`src/rtl/muldiv_unit.sv`:
```
// Iterative RV32M multiply/divide unit: one result bit per cycle.
// Radix-2 shift-add multiply, restoring divide, valid/ready handshake.
module muldiv_unit #(
    parameter int XLEN = 32
) (
    input  logic            clk,
    input  logic            reset,
    input  logic            start_valid,
    output logic            start_ready,
    input  logic [2:0]      op,
    input  logic [XLEN-1:0] a,
    input  logic [XLEN-1:0] b,
    output logic            result_valid,
    input  logic            result_ready,
    output logic [XLEN-1:0] result,
    output logic            busy
);

    localparam int CW = $clog2(XLEN);
    localparam logic [XLEN-1:0] MIN_NEG = {1'b1, {(XLEN-1){1'b0}}};
    localparam logic [CW-1:0] LAST = CW'(XLEN - 1);

    typedef enum logic [1:0] {
        IDLE,
        CALC,
        DONE
    } state_t;

    state_t state, state_n;

    logic [CW-1:0]   cnt;
    logic [XLEN-1:0] hi;
    logic [XLEN-1:0] lo;
    logic [XLEN-1:0] dvs;
    logic [XLEN-1:0] res_q;
    logic [2:0]      op_q;
    logic            neg_q;
    logic            neg_r;

    logic            accept;
    logic            is_div;
    logic            a_sgn;
    logic            b_sgn;
    logic [XLEN-1:0] a_mag;
    logic [XLEN-1:0] b_mag;
    logic            div_zero;
    logic            ovf;
    logic            special;
    logic [XLEN-1:0] spec_res;

    logic            last;
    logic [XLEN:0]   sum;
    logic [XLEN-1:0] mul_hi;
    logic [XLEN-1:0] mul_lo;
    logic [XLEN:0]   diff;
    logic            fits;
    logic [XLEN-1:0] div_hi;
    logic [XLEN-1:0] div_lo;
    logic [2*XLEN-1:0] prod;
    logic [2*XLEN-1:0] prod_s;
    logic [XLEN-1:0] quot;
    logic [XLEN-1:0] rem;
    logic [XLEN-1:0] fin;

    assign accept = start_valid && (state == IDLE);
    assign is_div = op[2];

    // Operand signedness by funct3.
    always_comb begin
        a_sgn = 1'b0;
        b_sgn = 1'b0;
        case (op)
            3'd1, 3'd4, 3'd6: begin
                a_sgn = a[XLEN-1];
                b_sgn = b[XLEN-1];
            end
            3'd2: a_sgn = a[XLEN-1];
            default: ;
        endcase
    end

    assign a_mag = a_sgn ? -a : a;
    assign b_mag = b_sgn ? -b : b;

    assign div_zero = is_div && (b == '0);
    assign ovf      = is_div && !op[0]
                    && (a == MIN_NEG) && (b == '1);
    assign special  = div_zero || ovf;

    // op[1] separates REM/REMU from DIV/DIVU.
    always_comb begin
        spec_res = '0;
        if (div_zero)
            spec_res = op[1] ? a : '1;
        else
            spec_res = op[1] ? '0 : a;
    end

    assign last = (cnt == LAST);

    // Multiply step: add multiplicand when low bit set, shift right.
    assign sum    = {1'b0, hi}
                  + (lo[0] ? {1'b0, dvs} : '0);
    assign mul_hi = sum[XLEN:1];
    assign mul_lo = {sum[0], lo[XLEN-1:1]};

    // Divide step: shift in next dividend bit, trial subtract.
    assign diff   = {hi, lo[XLEN-1]} - {1'b0, dvs};
    assign fits   = !diff[XLEN];
    assign div_hi = fits ? diff[XLEN-1:0]
                         : {hi[XLEN-2:0], lo[XLEN-1]};
    assign div_lo = {lo[XLEN-2:0], fits};

    assign prod   = {mul_hi, mul_lo};
    assign prod_s = neg_q ? -prod : prod;
    assign quot   = neg_q ? -div_lo : div_lo;
    assign rem    = neg_r ? -div_hi : div_hi;

    always_comb begin
        fin = '0;
        case (op_q)
            3'd0:             fin = prod_s[XLEN-1:0];
            3'd1, 3'd2, 3'd3: fin = prod_s[2*XLEN-1:XLEN];
            3'd4, 3'd5:       fin = quot;
            default:          fin = rem;
        endcase
    end

    always_comb begin
        state_n = state;
        unique case (state)
            IDLE: begin
                if (start_valid)
                    state_n = special ? DONE : CALC;
            end
            CALC: begin
                if (last)
                    state_n = DONE;
            end
            DONE: begin
                if (result_ready)
                    state_n = IDLE;
            end
            default: state_n = IDLE;
        endcase
    end

    always_ff @(posedge clk or posedge reset) begin
        if (reset) begin
            state <= IDLE;
            cnt   <= '0;
            hi    <= '0;
            lo    <= '0;
            dvs   <= '0;
            res_q <= '0;
            op_q  <= '0;
            neg_q <= 1'b0;
            neg_r <= 1'b0;
        end else begin
            state <= state_n;
            if (accept) begin
                op_q  <= op;
                cnt   <= '0;
                hi    <= '0;
                lo    <= is_div ? a_mag : b_mag;
                dvs   <= is_div ? b_mag : a_mag;
                neg_q <= a_sgn ^ b_sgn;
                neg_r <= a_sgn;
                if (special)
                    res_q <= spec_res;
            end else if (state == CALC) begin
                hi  <= op_q[2] ? div_hi : mul_hi;
                lo  <= op_q[2] ? div_lo : mul_lo;
                cnt <= last ? '0 : cnt + CW'(1);
                if (last)
                    res_q <= fin;
            end
        end
    end

    assign start_ready  = (state == IDLE);
    assign busy         = (state != IDLE);
    assign result_valid = (state == DONE);
    assign result       = res_q;

endmodule

```
`config.mk`:
```
export PLATFORM = sky130hd
export DESIGN_NAME = muldiv_unit
export DESIGN_NICKNAME = d
export VERILOG_FILES = /design/src/rtl/muldiv_unit.sv
export SDC_FILE = /design/constraint.sdc
export NUM_CORES = 1
export LEC_CHECK = 0
export ABC_AREA = 0
export CAP_MARGIN = 20
export CORE_UTILIZATION = 40
export DETAILED_ROUTE_END_ITERATION = 8
export PLACE_DENSITY = 0.64
export RECOVER_POWER = 25
export SLEW_MARGIN = 5
export SYNTH_ARGS = -nofsm -noshare
export SYNTH_HDL_FRONTEND = slang
export SYNTH_SLANG_ARGS = --single-unit
export TNS_END_PERCENT = 5
```
`constraint.sdc`:
```
create_clock -name clk -period 11.7 [get_ports clk]
set_clock_uncertainty 0.15 [all_clocks]
set_input_delay 3.51 -clock clk [delete_from_list [all_inputs] [get_ports clk]]
set_output_delay 3.51 -clock clk [all_outputs]
set_load 0.02 [all_outputs]
```
==> results_dict.tcl <==
set metrics [dict create \
    rsz0062_at_grt "no" \
    die-area_mm2 0.0428 \
    areaGrowthSynthToFinish_pct 10.5 \
    ioPinCount 106 \
    htreeDepth 4 \
    netlist-cell-type-count 102 \
    antenna_cells 0 \
    dr_wl_met3_mm 4.08 \
    wl_met1_mm 29.2 \
    place.detailed.hpwl_mm 49.8 \
    ys_ff_latch 140 \
    grt_pass1_vias 16300 \
    synth_flop_cell "dfrtp_1" \
    cts.clk_slew.worst_paths_ns 0.06 \
    path_cells "clkdlybuf4s50_1 > inv_1 > ha_1 > nand3_1 > nor3_1 > nand3_1 > o41ai_1 > and2_1 > or2_0 > buf_4 > nand2_1 > o311a_1" \
    place_inst 2824 \
    cts_hold_buf 0 \
    slowest_stage "o41ai_1" \
    wl_per_cell_um 22.1 \
    critPathRequiredTime_ns 11.88 \
    clk_latency_ns 0.45 \
    cts_resized 0 \
    crit_type "input port to register" \
    fin_crit_ns 7.26 \
    timing.hold.ws_ns 0.331 \
    tightest_slew_ns 4.15 \
    ys_warn_count 0 \
    grt_antenna_before_repair 0 \
    failed_checks "design-rule violations, max-capacitance violations, max-slew violations" \
    nets 2456 \
    startpoint_type "input port" \
    grt.overflow.total 0 \
    design_area_mm2 0.0186 \
    post-route-period-util_pct 62.0 \
    final_layout_size_suffix_gt1_share_pct 5.42 \
    tns_ns 0 \
    placement.cell_area_mm2 0.0180 \
    drt_iter0_drc 1653 \
    critPathMaxStageDelay_ns 0.94 \
    cts_root_buf "clkbuf_16" \
    synthArstFlopShare_pct 100 \
    cts_tree "yes" \
    crit_top_cell "nand3_1" \
    core_mm2 0.0411 \
    slew_headroom_pct -178 \
    met2_length_mm 27.5 \
    syn_area_per_cell_um2 7.23 \
    slew_violations 92 \
    top_layer_used "met4" \
    maxCapViolations 1 \
    grt_usage_pct 28.9 \
    die_w_um 207 \
    status "finished with violations" \
    port_buffers 105 \
    globalplace.congestion 0.985 \
    grt_max_degree 98 \
    final_hold_viol_count 0 \
    syn_nets 2470 \
    start_util_pct 40.9 \
    grt_pass1_wl_mm 97.3 \
    critPathMaxFanout 22 \
    synth_edf_count 0 \
    syn-instance-count 2325 \
    viasPerCell 6.08 \
    cp_num_buf_inv 3 \
    vias 17400 \
    dr.pass1.iters 7 \
    hold_class "register to register" \
    cts_sinks 140 \
    arrival_ns 7.44 \
    setup_violations 0 \
    syn-cell-area_mm2 0.0168 \
    crit_family "simple AND/OR/NAND/NOR gates" \
    cp-end-kind "register" \
    ant_nets 0 \
    rows 74 \
    post_cts.repair.setup_buffers 0 \
    routed_wirelength_mm 63.1 \
    cts_buffers 17 \
    clockBufferDepth 2 \
    drc 3 \
    seq_area_frac_synth_pct 20.8 \
    die_y_um 207 \
    fmax_mhz 138 \
    final_cells 2856 \
]
-- through the flow --
step                util (%)  worst slack, ns
floorplan                  -             4.29
global placement        43.7             4.24
detailed placement      43.8             4.12
CTS                     45.2             4.60
global route            45.2             3.71
finish                  45.2             4.44
-- layout by cell type, fill, tap and decap left out, types with 8 or more instances in the layout --
cell / count
nor2_1: 254
o21bai_1: 11
o211ai_1: 52
nand4_1: 22
o221ai_1: 10
nor4_1: 19
maj3_1: 12
or2_2: 9
o41ai_1: 16
a21oi_1: 213
clkbuf_16: 17
o21ai_0: 251
or3_1: 22
dfrtp_1: 138
a31oi_1: 20
xnor2_1: 145
o21ai_1: 8
o31ai_1: 32
inv_1: 70
ha_1: 72
mux2i_1: 58
clkdlybuf4s50_1: 103
nor3_1: 58
nand2b_1: 18
o22ai_1: 10
a21o_1: 16
mux2_2: 9
buf_4: 24
a21boi_0: 8
a211oi_1: 26
nand3_1: 62
nand2_1: 266
and2_1: 9
a221oi_1: 9
or4_1: 9
xor2_1: 87
-- layer usage --
metal | GRT usage (%) | vias up
met5 | 0 | -
met1 | 40.7 | 8247
li1 | - | 8334
met2 | 45.1 | 702
met3 | 3.52 | 91
met4 | 11.2 | 0
-- logic make-up (layout without fill, tap and decap cells) --
| family | after synthesis | in the layout | synth area share, % |
|---|---|---|---|
| simple gates | 805 | 805 | 22.1 |
| compound gates | 754 | 754 | 27.9 |
| buf+inv | 236 | 235 | 6.22 |
| xor+xnor | 233 | 233 | 12.2 |
| flops | 140 | 140 | 20.8 |
| fa+ha+maj | 86 | 86 | 6.31 |
| mux | 71 | 71 | 4.41 |
-- synth_stat cells (19+ instances only) --
library cell    n  area share, %
a31oi_1        20           0.74
or3_1          22           0.82
nand3_1        62            1.8
o21ai_0       252            7.5
nand4_1        22           0.82
nor3_1         58            1.7
nor2_1        255            5.7
ha_1           72            5.4
o211ai_1       52            2.3
inv_1          71            1.6
nand2b_1       19           0.71
xor2_1         87            4.5
nor4_1         19           0.71
xnor2_1       145            7.6
nand2_1       267            6.0
mux2i_1        58            3.5
a211oi_1       26            1.2
clkbuf_1      121            2.7
o31ai_1        32            1.4
dfrtp_1       140             21
a21oi_1       213            6.3
-- final cells by class --
cell class	count	area, um^2
fillers	4199	22500
multi-input cells	1949	12300
flip-flops and latches	140	3510
repair buffers	129	1250
well taps	532	666
clock buffers	20	457
inverters	74	279
clock inverters	12	138
-- registers in the layout, summed over array words and instances (netlist names) --
register,flops
hi,32
dvs,32
neg_q,1
cnt,5
state,2
op_q,3
result,32
neg_r,1
lo,32
-- path summary, 6_finish.rpt --
| path | startpoint | endpoint | slack, ns | cells past startpoint |
|---|---|---|---|---|
| setup / recovery | a[0] | result[29] | 4.44 | 12 |
| hold / removal | dvs[2] | dvs[2] | 0.33 | 2 |
| setup reg to reg | lo[31] | result[28] | 4.64 | 22 |
| hold reg to reg | dvs[2] | dvs[2] | 0.33 | 2 |
| max in group asynchronous | reset | op_q[2] | 4.52 | 2 |
| min in group asynchronous | reset | dvs[3] | 4.59 | 2 |
-- worst min-delay path, delay by kind of cell (launching register included) --
kind | cells | cell delay [ns]
compound gates | 1 | 0.06
simple gates | 1 | 0.04
flops | 1 | 0.34
Power is not shown: default switching activity piles up to over one toggle a cycle in this logic, so the estimate is an artifact.
